File: src/rtl/riscv_pkg.sv
// Shared encodings for the multicycle RV32 control path.
// Opcodes, FSM states, ALU controls and datapath mux selects.
package riscv_pkg;

   localparam logic [6:0] OP_LW  = 7'b0000011;
   localparam logic [6:0] OP_SW  = 7'b0100011;
   localparam logic [6:0] OP_R   = 7'b0110011;
   localparam logic [6:0] OP_I   = 7'b0010011;
   localparam logic [6:0] OP_LUI = 7'b0110111;
   localparam logic [6:0] OP_BEQ = 7'b1100011;
   localparam logic [6:0] OP_JAL = 7'b1101111;

   typedef enum logic [3:0] {
      S_FETCH,
      S_DECODE,
      S_MEMADR,
      S_MEMREAD,
      S_MEMWB,
      S_MEMWRITE,
      S_EXECUTER,
      S_EXECUTEI,
      S_EXECUTEU,
      S_ALUWB,
      S_BRANCH,
      S_JAL
   } state_t;

   typedef enum logic [2:0] {
      ALU_ADD   = 3'b000,
      ALU_SUB   = 3'b001,
      ALU_AND   = 3'b010,
      ALU_OR    = 3'b011,
      ALU_PASSB = 3'b100,
      ALU_SLT   = 3'b101
   } alu_ctrl_t;

   localparam logic [1:0] ALUOP_ADD   = 2'b00;
   localparam logic [1:0] ALUOP_SUB   = 2'b01;
   localparam logic [1:0] ALUOP_FUNCT = 2'b10;
   localparam logic [1:0] ALUOP_PASSB = 2'b11;

   localparam logic [2:0] IMM_I = 3'b000;
   localparam logic [2:0] IMM_S = 3'b001;
   localparam logic [2:0] IMM_B = 3'b010;
   localparam logic [2:0] IMM_J = 3'b011;
   localparam logic [2:0] IMM_U = 3'b100;

   localparam logic [1:0] RES_ALUOUT    = 2'b00;
   localparam logic [1:0] RES_DATA      = 2'b01;
   localparam logic [1:0] RES_ALURESULT = 2'b10;

   localparam logic [1:0] SRCA_PC    = 2'b00;
   localparam logic [1:0] SRCA_OLDPC = 2'b01;
   localparam logic [1:0] SRCA_RS1   = 2'b10;

   localparam logic [1:0] SRCB_RS2  = 2'b00;
   localparam logic [1:0] SRCB_IMM  = 2'b01;
   localparam logic [1:0] SRCB_FOUR = 2'b10;

   // Immediate format follows the opcode directly, independent of state.
   function automatic logic [2:0] imm_src(input logic [6:0] op);
      case (op)
         OP_SW:   return IMM_S;
         OP_BEQ:  return IMM_B;
         OP_JAL:  return IMM_J;
         OP_LUI:  return IMM_U;
         default: return IMM_I;
      endcase
   endfunction

endpackage

File: src/rtl/alu_decoder.sv
// ALUOp/funct decode into the 3-bit ALUControl.
// Ports: i_alu_op, i_funct3, i_funct7b5, i_op5 in; o_alu_control out.
module alu_decoder
   import riscv_pkg::*;
(
   input  logic [1:0] i_alu_op,
   input  logic [2:0] i_funct3,
   input  logic       i_funct7b5,
   input  logic       i_op5,
   output logic [2:0] o_alu_control
);

   // funct7b5 only means sub for register-register ops (op[5]=1).
   logic w_sub;
   assign w_sub = i_op5 & i_funct7b5;

   always_comb begin
      o_alu_control = ALU_ADD;
      case (i_alu_op)
         ALUOP_ADD:   o_alu_control = ALU_ADD;
         ALUOP_SUB:   o_alu_control = ALU_SUB;
         ALUOP_PASSB: o_alu_control = ALU_PASSB;
         default: begin
            case (i_funct3)
               3'b000:  o_alu_control = w_sub ? ALU_SUB : ALU_ADD;
               3'b010:  o_alu_control = ALU_SLT;
               3'b110:  o_alu_control = ALU_OR;
               3'b111:  o_alu_control = ALU_AND;
               default: o_alu_control = ALU_ADD;
            endcase
         end
      endcase
   end

endmodule

File: src/rtl/multicycle_controller.sv
// Moore FSM control unit for the multicycle RV32 datapath.
// Ports: clk, reset, op, funct3, funct7b5, Zero in; datapath
// enables, mux selects, ALUControl and IllegalInstr out.
// Build option BNE_EN: BRANCH also redirects on bne (funct3=001).
module multicycle_controller
   import riscv_pkg::*;
(
   input  logic       clk,
   input  logic       reset,
   input  logic [6:0] op,
   input  logic [2:0] funct3,
   input  logic       funct7b5,
   input  logic       Zero,
   output logic       PCWrite,
   output logic       AdrSrc,
   output logic       MemWrite,
   output logic       IRWrite,
   output logic       RegWrite,
   output logic [1:0] ResultSrc,
   output logic [1:0] ALUSrcA,
   output logic [1:0] ALUSrcB,
   output logic [2:0] ImmSrc,
   output logic [2:0] ALUControl,
   output logic       IllegalInstr
);

   state_t     r_state;
   state_t     w_next;
   logic [1:0] w_alu_op;
   logic       w_pc_update;
   logic       w_branch;
   logic       w_taken;
   logic       w_illegal;

`ifdef BNE_EN
   assign w_taken = (funct3 == 3'b000) ? Zero :
                    (funct3 == 3'b001) ? ~Zero : 1'b0;
`else
   assign w_taken = Zero & (funct3 == 3'b000);
`endif

   assign w_illegal = !(op inside {OP_LW, OP_SW, OP_R, OP_I,
                                   OP_LUI, OP_BEQ, OP_JAL});

   always_ff @(posedge clk) begin
      if (reset) r_state <= S_FETCH;
      else       r_state <= w_next;
   end

   always_comb begin
      w_next = S_FETCH;
      case (r_state)
         S_FETCH:  w_next = S_DECODE;
         S_DECODE: begin
            case (op)
               OP_LW, OP_SW: w_next = S_MEMADR;
               OP_R:         w_next = S_EXECUTER;
               OP_I:         w_next = S_EXECUTEI;
               OP_LUI:       w_next = S_EXECUTEU;
               OP_BEQ:       w_next = S_BRANCH;
               OP_JAL:       w_next = S_JAL;
               default:      w_next = S_FETCH;
            endcase
         end
         S_MEMADR:   w_next = op[5] ? S_MEMWRITE : S_MEMREAD;
         S_MEMREAD:  w_next = S_MEMWB;
         S_EXECUTER: w_next = S_ALUWB;
         S_EXECUTEI: w_next = S_ALUWB;
         S_EXECUTEU: w_next = S_ALUWB;
         S_JAL:      w_next = S_ALUWB;
         default:    w_next = S_FETCH;
      endcase
   end

   always_comb begin
      AdrSrc       = 1'b0;
      MemWrite     = 1'b0;
      IRWrite      = 1'b0;
      RegWrite     = 1'b0;
      ResultSrc    = RES_ALUOUT;
      ALUSrcA      = SRCA_PC;
      ALUSrcB      = SRCB_RS2;
      IllegalInstr = 1'b0;
      w_alu_op     = ALUOP_ADD;
      w_pc_update  = 1'b0;
      w_branch     = 1'b0;
      case (r_state)
         S_FETCH: begin
            IRWrite     = 1'b1;
            ALUSrcB     = SRCB_FOUR;
            ResultSrc   = RES_ALURESULT;
            w_pc_update = 1'b1;
         end
         S_DECODE: begin
            ALUSrcA      = SRCA_OLDPC;
            ALUSrcB      = SRCB_IMM;
            IllegalInstr = w_illegal;
         end
         S_MEMADR: begin
            ALUSrcA = SRCA_RS1;
            ALUSrcB = SRCB_IMM;
         end
         S_MEMREAD: AdrSrc = 1'b1;
         S_MEMWB: begin
            ResultSrc = RES_DATA;
            RegWrite  = 1'b1;
         end
         S_MEMWRITE: begin
            AdrSrc   = 1'b1;
            MemWrite = 1'b1;
         end
         S_EXECUTER: begin
            ALUSrcA  = SRCA_RS1;
            w_alu_op = ALUOP_FUNCT;
         end
         S_EXECUTEI: begin
            ALUSrcA  = SRCA_RS1;
            ALUSrcB  = SRCB_IMM;
            w_alu_op = ALUOP_FUNCT;
         end
         S_EXECUTEU: begin
            ALUSrcB  = SRCB_IMM;
            w_alu_op = ALUOP_PASSB;
         end
         S_ALUWB: RegWrite = 1'b1;
         S_BRANCH: begin
            ALUSrcA  = SRCA_RS1;
            w_alu_op = ALUOP_SUB;
            w_branch = 1'b1;
         end
         S_JAL: begin
            ALUSrcA     = SRCA_OLDPC;
            ALUSrcB     = SRCB_FOUR;
            w_pc_update = 1'b1;
         end
         default: ;
      endcase
      // Reset masks every enable so an interrupted instruction
      // leaves no architectural side effect.
      if (reset) begin
         MemWrite     = 1'b0;
         IRWrite      = 1'b0;
         RegWrite     = 1'b0;
         IllegalInstr = 1'b0;
      end
   end

   assign PCWrite = (w_pc_update | (w_branch & w_taken)) & ~reset;
   assign ImmSrc  = imm_src(op);

   alu_decoder u_alu_dec (
      .i_alu_op      (w_alu_op),
      .i_funct3      (funct3),
      .i_funct7b5    (funct7b5),
      .i_op5         (op[5]),
      .o_alu_control (ALUControl)
   );

endmodule

File: config.mk
export PLATFORM = sky130hd
export DESIGN_NAME = multicycle_controller
export DESIGN_NICKNAME = d
export VERILOG_FILES = /design/src/rtl/riscv_pkg.sv /design/src/rtl/alu_decoder.sv /design/src/rtl/multicycle_controller.sv
export SDC_FILE = /design/constraint.sdc
export NUM_CORES = 1
export LEC_CHECK = 0
export BUFFER_PORTS_ARGS = -buffer_cell sky130_fd_sc_hd__buf_4
export CAP_MARGIN = 10
export CORE_MARGIN = 4
export CORE_UTILIZATION = 42
export CTS_BUF_LIST = sky130_fd_sc_hd__clkbuf_8
export CTS_CLUSTER_SIZE = 8
export DETAILED_ROUTE_END_ITERATION = 10
export PLACE_DENSITY_LB_ADDON = 0.1
export SYNTH_ARGS = -nofsm -noshare
export SYNTH_HDL_FRONTEND = slang
export SYNTH_SLANG_ARGS = --single-unit
export TNS_END_PERCENT = 30
File: constraint.sdc
create_clock -name clk -period 1.5 [get_ports clk]
set_clock_uncertainty 0.2 [all_clocks]
set_input_delay 0.225 -clock clk [delete_from_list [all_inputs] [get_ports clk]]
set_output_delay 0.225 -clock clk [all_outputs]
set_load 0.02 [all_outputs]
==> key figures, run 1 <==
Floorplanning
  – I/O pin count: 32
  – Floorplan die width: 47.13 um
  – Initial cell density of the core: 47.07%
  – Die H: 47.13 um
  – Number of rows created at floorplan: 13

Status
  – Status: stopped before the end
  – Error that halted the flow: [ERROR DPL-0038] Utilization greater than 100%, impossible to legalize
  – Last flow stage reached: global routing

Synthesis
  – Share of the yosys chip area belonging to registers: 12.45%
  – Number of register bits inferred by synthesis: 4
  – Library cell occupying the most area in the post-synthesis netlist: dfxtp_1
  – Synth Instances: 88
  – Proportion of register bits with asynchronous set or reset after synthesis: 0%
  – Fraction of synthesized cell area taken by the top area cell type: 12.45%
  – Primary flip-flop cell chosen by synthesis mapping: dfxtp_1
  – Post-Syn Area per Cell: 7.308 um^2
  – Post-synth EDFFs: 0
  – Post-Synthesis Net Count: 102
  – Leading post-synthesis cells by cell area: dfxtp_1 (12%), nor3_1 (5.4%), nor3b_1 (4.7%)
  – Synth warnings: 0
  – Netlist Area Pre-Place: 643.1 um^2
  – Number of library cell types mapped by synthesis: 43

Place
  – I/O Buffers: 31
  – Detailed-placement wirelength estimate: 1862 um
  – RD Place Congestion: 0.8015
  – Cell total after placement: 156
  – Post-placement worst setup slack: -0.2788 ns

Clock network
  – Root Buffer Master: clkbuf_8
  – Deepest clock path buffer count: 2
  – H-tree levels: 1
  – Total CTS buffers: 3
  – CTS Sinks: 4

STA
  – Worst End Pin Type: top-level output
  – Last reported worst endpoint of the global-route repair pass: PCWrite

Global routing
  – Largest net degree at the start of global routing: 13
[cells by family after synthesis]
family                    share of synthesized area (%)
and+or+nand+nor                                   48.06
AOI/OAI and AO/OA                                 24.51
buffers and inverters                             9.337
DFF                                               12.45
xor gates and xnor gates                          4.086
muxes                                             1.556
[metrics by stage]
step	TNS (ns)	utilization (%)	instance area, um^2	hold WS, ns
floorplan	-1.547	-	700.7	0.1799
global placement	-1.645	82.42	1126	0.3787
detailed placement	-2.062	82.42	1126	0.4168
CTS	-3.523	93.68	1280	0.1233
[what timing repair did]
| action | CTS |
|---|---|
| gates resized for setup | 25 |
| setup endpoints to repair | 21 |
| pin swaps | 4 |
| hold buffers | 0 |
| buffers inserted | 2 |
[cell usage after synthesis, types with 3 or more instances]
library cell,instances
a211oi_1,3
nand3b_1,3
inv_1,3
nor2b_1,3
buf_2,3
a21oi_1,5
nor3_1,7
nand2b_1,3
nand3_1,3
dfxtp_1,4
nor2_1,5
nor3b_1,4
==> inputs of run 2 (changes only) <==
CORE_AREA = 4 4 65 67   (was unset)
CORE_MARGIN = unset   (was 4)
CORE_UTILIZATION = unset   (was 42)
CTS_BUF_LIST = unset   (was sky130_fd_sc_hd__clkbuf_8)
CTS_CLUSTER_SIZE = unset   (was 8)
DIE_AREA = 0 0 69 71   (was unset)
PLACE_DENSITY_LB_ADDON = 0.15   (was 0.1)
clock period = 1.95 ns   (was 1.5 ns; I/O delays follow)
==> run 2 against run 1 <==
Net effect:
- the run now ends clean
- synthesized cell count is the same
- area after synthesis is the same
==> key figures, run 2 <==
Clock network
  – Deepest clock path buffer count: 2 (unchanged)
  – CTS Sinks: 4 (unchanged)
  – Post-CTS setup buffer count: 0 (-2)
  – Clock Pin Slew Worst Setup and Hold Paths: 0.03 ns
  – H-tree levels: 1 (unchanged)
  – Root Buffer Master: clkbuf_8
  – CTS tree: yes
  – Worst skew pair latency: 0.21 ns
  – Hold buffer count at CTS: 0 (unchanged)
  – Total CTS buffers: 3 (unchanged)

Global routing
  – Remaining Overflow, GRT: 0
  – Largest net degree at the start of global routing: 14
  – Overall global routing resource usage: 8.858%
  – Vias in the first global route: 723
  – Global-route wire length before repair: 3608 um
  – Antenna violations before repair: 0

Floorplanning
  – Core ar.: 3633 um^2
  – I/O pin count: 32 (unchanged)
  – Floorplan die width: 69 um (+46%)
  – Initial cell density of the core: 17.70% (-29 points)
  – Die H: 71 um (+51%)
  – Number of rows created at floorplan: 22 (+9)
  – Total Die Area: 4899 um^2

Layout
  – Count of fill cells added during filler insertion: 418
  – Antenna Diode Count: 0
  – Max reg flops: 4
  – Non-Filler Cell Area, Final: 1045 um^2
  – Synthesis-to-finish area growth: 62.45%
  – Largest regs: r_state x4
  – Nets: 136
  – Leading cell type in the layout, fill and taps excluded: buf_4
  – Core utilization of the finished layout: 28.75%
  – Proportion of layout cells with a drive suffix above 1: 47.50%
  – Non-Filler Instances: 168
  – Commonest cells after routing, fill and taps aside: buf_4 (36), nor3_1 (7), nor2_1 (5), a21oi_1 (5), nor3b_1 (4)
  – Register with the most flip-flops: r_state
  – FF+latch area: 92.59 um^2
  – Area taken by multi-input logic gates: 558.0 um^2

Worst setup path
  – Slowest cell on the critical path: or4bb_4
  – Critical path class: input port to output pin
  – Cell repeated most along the worst path: buf_4
  – Data required time of the worst path: 1.46 ns
  – Endpoint of the lowest-slack register-to-register path: r_state[3]
  – Endpoint type of the worst setup path: output pin
  – Worst flop-to-flop path startpoint: r_state[1]
  – Depth of the most critical reg-to-reg path: 3
  – Worst path arrival time: 1.41 ns
  – Setup slack of the most critical reg-to-reg path: 0.47 ns
  – Critical Path Start Type: input port
  – Worst-path maximum fanout: 7
  – Largest stage delay on the critical path: 0.56 ns
  – Worst-path cell chain: buf_4 > or4bb_4 > a31oi_4 > nor4_4 > buf_4

Worst hold path
  – HP Start: reset
  – Endpoint of the worst hold path: r_state[0]
  – Worst Hold Depth: 3
  – Hold/Removal Path Class: input port to register

Synthesis
  – Netlist Area Pre-Place: 643.1 um^2 (unchanged)
  – Number of library cell types mapped by synthesis: 43 (unchanged)
  – Leading post-synthesis cells by cell area: dfxtp_1 (12%), nor3_1 (5.4%), nor3b_1 (4.7%)
  – Library cell with the highest instance count after synthesis: nor3_1
  – Library cell occupying the most area in the post-synthesis netlist: dfxtp_1
  – Synth Instances: 88 (unchanged)
  – Post-Syn Area per Cell: 7.308 um^2 (unchanged)
  – Share of the yosys chip area belonging to registers: 12.45% (unchanged)
  – Synth cell count leaders: nor3_1 (7), a21oi_1 (5), nor2_1 (5)
  – Number of register bits inferred by synthesis: 4 (unchanged)
  – Proportion of register bits with asynchronous set or reset after synthesis: 0% (unchanged)
  – Fraction of synthesized cell area taken by the top area cell type: 12.45% (unchanged)
  – Synth warnings: 0 (unchanged)
  – Post-Synthesis Net Count: 102 (unchanged)
  – Primary flip-flop cell chosen by synthesis mapping: dfxtp_1
  – Post-synth EDFFs: 0 (unchanged)

Detailed routing
  – Drc violations: 0
  – Router iterations before antenna repair: 4
  – Total wire length: 2191 um
  – Post-DRT Antenna Nets: 0
  – Via total after detailed routing: 776
  – Drt via density: 4.619
  – Wire per inst: 13.04 um
  – Drt initial violations: 17

Power
  – Switching Fraction: 30.93%
  – Power density over the cells: 401.5 nW/um^2
  – Portion of total power attributed to sequential cells: 22.3%
  – Internal power summed over all cells: 0.0002897 W
  – Clock network power share: 40.2%
  – IR drop worst, VDD: 0.1740 mV
  – Power share of the combinational group: 37.4%
  – Switching power: 0.0001297 W
  – Leak Pwr: 0.4229 nW

STA
  – Hold Violations, Final: 0
  – Final setup fails: 0
  – Final period util: 97.60%
  – Clock period minus worst slack: 1.903 ns
  – Count of pins over their slew limit: 0
  – RSZ-0062 raised after global routing: false
  – Measured slew at the worst slew-check pin: 0.4458 ns
  – Final setup TNS: 0 ns
  – Setup ws final: 0.04675 ns
  – Max Clock Freq: 525.4 MHz
  – Slew HR: 69.86%

Place
  – Cell total after placement: 165 (+5.8%)
  – I/O Buffers: 31 (unchanged)
  – Post-placement worst setup slack: 0.01859 ns (+0.2974 ns)
  – RD Place Congestion: 0.7149 (-11%)
  – Placement Cell Area: 938.4 um^2 (-17%)
  – Detailed-placement wirelength estimate: 1719 um (-7.7%)

Flow run
  – Total of max-cap violations: 0

Status
  – Status: complete, no violations
[run 2: worst max path at each step]
stage	start	endpoint	slack, ns	depth (start not counted)
final	op[3]	IllegalInstr	0.05	5
after global routing	r_state[3]	ALUControl[2]	0.002	5
after CTS	r_state[1]	ALUControl[2]	0.008	3
after detailed placement	op[2]	IllegalInstr	0.02	5
after global placement	op[2]	IllegalInstr	0.07	5
after floorplan	r_state[1]	PCWrite	0.04	3
[run 2: power by group through the flow]
stage | logic, W | registers [W] | clock network [W]
floorplan | 0.0000896 | 0.0000876 | 0
global placement | 0.000150 | 0.0000964 | 0
detailed placement | 0.000150 | 0.0000968 | 0
CTS | 0.000151 | 0.0000964 | 0.000174
global route | 0.000175 | 0.0000948 | 0.000181
finish | 0.000157 | 0.0000937 | 0.000169
[run 2: worst max-delay path, delay by kind of cell]
| family | cells | cell delay (ns) |
|---|---|---|
| and+or+nand+nor | 2 | 0.61 |
| buffers and inverters | 2 | 0.30 |
| AOI/OAI and AO/OA | 1 | 0.22 |
[run 2: kinds of logic after synthesis]
kind of cell              synth area share, %
DFF                                     12.45
xor gates and xnor gates                4.086
buffers and inverters                   9.337
and+or+nand+nor                         48.06
AOI/OAI and AO/OA                       24.51
muxes                                   1.556
[run 2: area by class of cell]
type | instances | area share [%]
sequential | 4 | 8.862
multi-input combinational | 73 | 53.41
clock buffer | 3 | 3.952
inverter | 3 | 1.078
timing repair buffer | 37 | 26.95
tap | 48 | 5.749
[run 2: what timing repair did]
item / CTS / global route
endpoints found under the setup margin: 5 / 4
gates cloned: 0 / 0
gates resized for setup: 5 / 13
endpoints found under the hold margin: 0 / 0
pin swaps: 0 / 3
[run 2: per-stage QoR]
| stage | total power, W | hold slack, ns |
|---|---|---|
| global placement | 0.0002461 | 0.4214 |
| CTS | 0.0004220 | 0.1989 |
| floorplan | 0.0001771 | 0.2474 |
| global route | 0.0004510 | 0.2357 |
| detailed placement | 0.0002467 | 0.4281 |
| finish | 0.0004194 | 0.2049 |
[run 2: metal layers]
layer	track usage, %	up-vias	wire length [um]
li1	-	400	-
met1	12.02	348	1017
met2	13.77	28	1051
met3	2.699	0	122
met4	1.952	0	0
met5	0	-	0
(Power assumes the default switching activity.)
==> inputs of run 3 (changes only) <==
REMOVE_ABC_BUFFERS = 1   (was unset)
==> run 3 against run 2 <==
Net effect:
- sequential share of layout area is 0.36 points lower
- largest cell class unchanged
- non-clock buffer count increased by 2
- highest routed layer is now met4
- worst hold slack worse by 0.0034 ns
- setup slack better by 0.013 ns
- combinational power hardly changed
- critical path depth stayed put
- first-iteration DRC count grew 130%
- cell count up 1.2%
- via count fell by 0.52%
- global-route usage increased by 0.23 points
- maximum frequency rose by 0.71%
- count of clock-buffer cells in the layout stayed put
==> key figures, run 3 (same netlist as run 2, synthesis figures left out) <==
Global routing
  – Vias in the first global route: 790 (+9.3%)
  – Global-route wire length before repair: 3781 um (+4.8%)
  – Met2 track demand over resource in global routing: 14.19% (+0.42 points)
  – Remaining Overflow, GRT: 0 (unchanged)
  – Fraction of met3 tracks used by global routing: 2.557% (-0.14 points)
  – Largest net degree at the start of global routing: 14 (unchanged)
  – Overall global routing resource usage: 9.088% (+0.23 points)
  – Antenna violations before repair: 0 (unchanged)
  – Layer carrying the most global-route usage: met2
  – Met1 global-route usage: 11.66% (-0.36 points)

Layout
  – Non-Filler Cell Area, Final: 1030 um^2 (-1.4%)
  – Max reg flops: 4 (unchanged)
  – Antenna Diode Count: 0 (unchanged)
  – Register with the most flip-flops: r_state
  – Synthesis-to-finish area growth: 60.12%
  – Nets: 138 (+1.5%)
  – Commonest cells after routing, fill and taps aside: buf_4 (39), nor3_1 (7), nor2_1 (5), a21oi_1 (5)
  – FF+latch area: 87.58 um^2 (-5.4%)
  – Area taken by multi-input logic gates: 536.8 um^2 (-3.8%)
  – Count of fill cells added during filler insertion: 400 (-4.3%)
  – Non-Filler Instances: 170 (+1.2%)
  – Proportion of layout cells with a drive suffix above 1: 48.36% (+0.86 points)
  – Leading cell type in the layout, fill and taps excluded: buf_4
  – Largest regs: r_state x4

Worst setup path
  – Slowest cell on the critical path: or4b_1
  – Critical path class: input port to output pin
  – Setup slack of the most critical reg-to-reg path: 0.44 ns (-0.03 ns)
  – Largest stage delay on the critical path: 0.53 ns (-0.03 ns)
  – Cell repeated most along the worst path: buf_4
  – Depth of the most critical reg-to-reg path: 3 (unchanged)
  – Worst-path cell chain: buf_4 > or4b_1 > a31oi_2 > nor4_2 > buf_4
  – Endpoint type of the worst setup path: output pin
  – Data required time of the worst path: 1.46 ns (about the same)
  – CP Buf/Inv Count: 2 (unchanged)
  – Critical Path Start Type: input port
  – Worst-path maximum fanout: 7 (unchanged)
  – CP delay by family, top: simple AND/OR/NAND/NOR gates
  – Worst flop-to-flop path startpoint: r_state[0]
  – Endpoint of the lowest-slack register-to-register path: r_state[3]
  – Worst path arrival time: 1.40 ns (about the same)

Power
  – Leak Pwr: 0.4324 nW (+2.2%)
  – IR drop worst, VDD: 0.1257 mV (-28%)
  – Power density over the cells: 410.1 nW/um^2 (+2.2%)
  – Total power: 0.0004223 W (+0.69%)

Worst hold path
  – Hold/Removal Path Class: input port to register
  – Endpoint of the worst hold path: r_state[0]
  – HP Start: reset
  – Worst Hold Depth: 3 (unchanged)

Clock network
  – CTS Sinks: 4 (unchanged)
  – Clock Pin Slew Worst Setup and Hold Paths: 0.03 ns (about the same)
  – Deepest clock path buffer count: 2 (unchanged)
  – CTS tree: yes
  – Worst skew pair latency: 0.21 ns (about the same)
  – Total CTS buffers: 3 (unchanged)
  – H-tree levels: 1 (unchanged)
  – Hold buffer count at CTS: 0 (unchanged)
  – Root Buffer Master: clkbuf_8

Place
  – I/O Buffers: 31 (unchanged)
  – Detailed-placement wirelength estimate: 1755 um (+2.1%)
  – Placement Cell Area: 947.2 um^2 (+0.93%)
  – RD Place Congestion: 0.7233 (+1.2%)
  – Cell total after placement: 167 (+1.2%)

Floorplanning
  – Floorplan die width: 69 um (unchanged)
  – Initial cell density of the core: 17.70% (unchanged)
  – Number of rows created at floorplan: 22 (unchanged)
  – Core ar.: 3633 um^2 (unchanged)
  – Die H: 71 um (unchanged)
  – Total Die Area: 4899 um^2 (unchanged)
  – I/O pin count: 32 (unchanged)

Status
  – Status: complete, no violations

Detailed routing
  – Drc violations: 0 (unchanged)
  – Router iterations before antenna repair: 4 (unchanged)
  – Total wire length: 2179 um (-0.55%)
  – Via total after detailed routing: 772 (-0.52%)
  – Post-DRT Antenna Nets: 0 (unchanged)
  – Drt initial violations: 39 (+22)
  – Drt via density: 4.541 (-1.7%)
  – Wire per inst: 12.82 um (-1.7%)

STA
  – Final setup TNS: 0 ns (unchanged)
  – Clock period minus worst slack: 1.890 ns (-0.01338 ns)
  – Hold Violations, Final: 0 (unchanged)
  – Slew HR: 70.78% (+0.93 points)
  – Max Clock Freq: 529.1 MHz (+0.71%)
  – RSZ-0062 raised after global routing: true
  – Worst hold slack: 0.2014 ns (-0.003420 ns)
  – Count of pins over their slew limit: 0 (unchanged)
  – Final period util: 96.92% (-0.69 points)
  – Final setup fails: 0 (unchanged)
  – Measured slew at the worst slew-check pin: 0.4321 ns (-0.01369 ns)

Flow run
  – Total of max-cap violations: 0 (unchanged)
-- run 3: cell types whose count changed in the layout (fill, tap and decap cells not counted), sizes merged --
cell,before,now
buf,37,39
-- run 3: worst max-delay path by stage --
| stage | from | end | slack, ns | depth (start not counted) |
|---|---|---|---|---|
| 2_1_floorplan | r_state[2] | IllegalInstr | -0.10 | 2 |
| 3_3_place_gp | op[2] | IllegalInstr | 0.07 | 5 |
| 3_5_place_dp | op[2] | IllegalInstr | 0.06 | 5 |
| 4_1_cts | r_state[3] | ALUControl[0] | 0.01 | 5 |
| 5_1_grt | r_state[0] | ALUSrcB[0] | -0.005 | 3 |
| 6_report | op[2] | IllegalInstr | 0.06 | 5 |
-- run 3: tightest hold or removal path, cell delays in order --
cell and delay, ns:
buf_4 0.13, a31o_2 0.11, a211oi_1 0.04
-- run 3: per-stage QoR --
stage / util [%] / setup WS [ns]
floorplan: - / -0.1031
global placement: 26.07 / 0.06913
detailed placement: 26.07 / 0.05844
CTS: 27.65 / 0.01471
global route: 28.34 / -0.005308
finish: 28.34 / 0.06013
-- run 3: layout make-up --
type	instances	share of cell area (%)
repair buffers	39	28.43
clock buffers	3	4.010
well taps	48	5.832
flip-flops and latches	4	8.505
inverters	3	1.094
multi-input cells	73	52.13
-- run 3: report_power, final --
group / leakage [nW] / switching, W / internal, W / total [W]
clock network: 0.0216 / 0.0000406 / 0.000131 / 0.000172
logic: 0.376 / 0.0000810 / 0.0000730 / 0.000154
registers: 0.0346 / 0.0000102 / 0.0000862 / 0.0000964
total: 0.432 / 0.000132 / 0.000291 / 0.000422
-- run 3: metal layers --
layer / vias to the layer above / wire (um)
li1: 401 / -
met1: 346 / 1063
met2: 23 / 956
met3: 2 / 136
met4: 0 / 23
met5: - / 0
-- run 3: repair_timing --
action                                  4_1_cts  5_1_grt
gates resized for setup                       5        8
buffers inserted                              0        0
endpoints found under the setup margin        8        8
hold endpoints to repair                      0        0
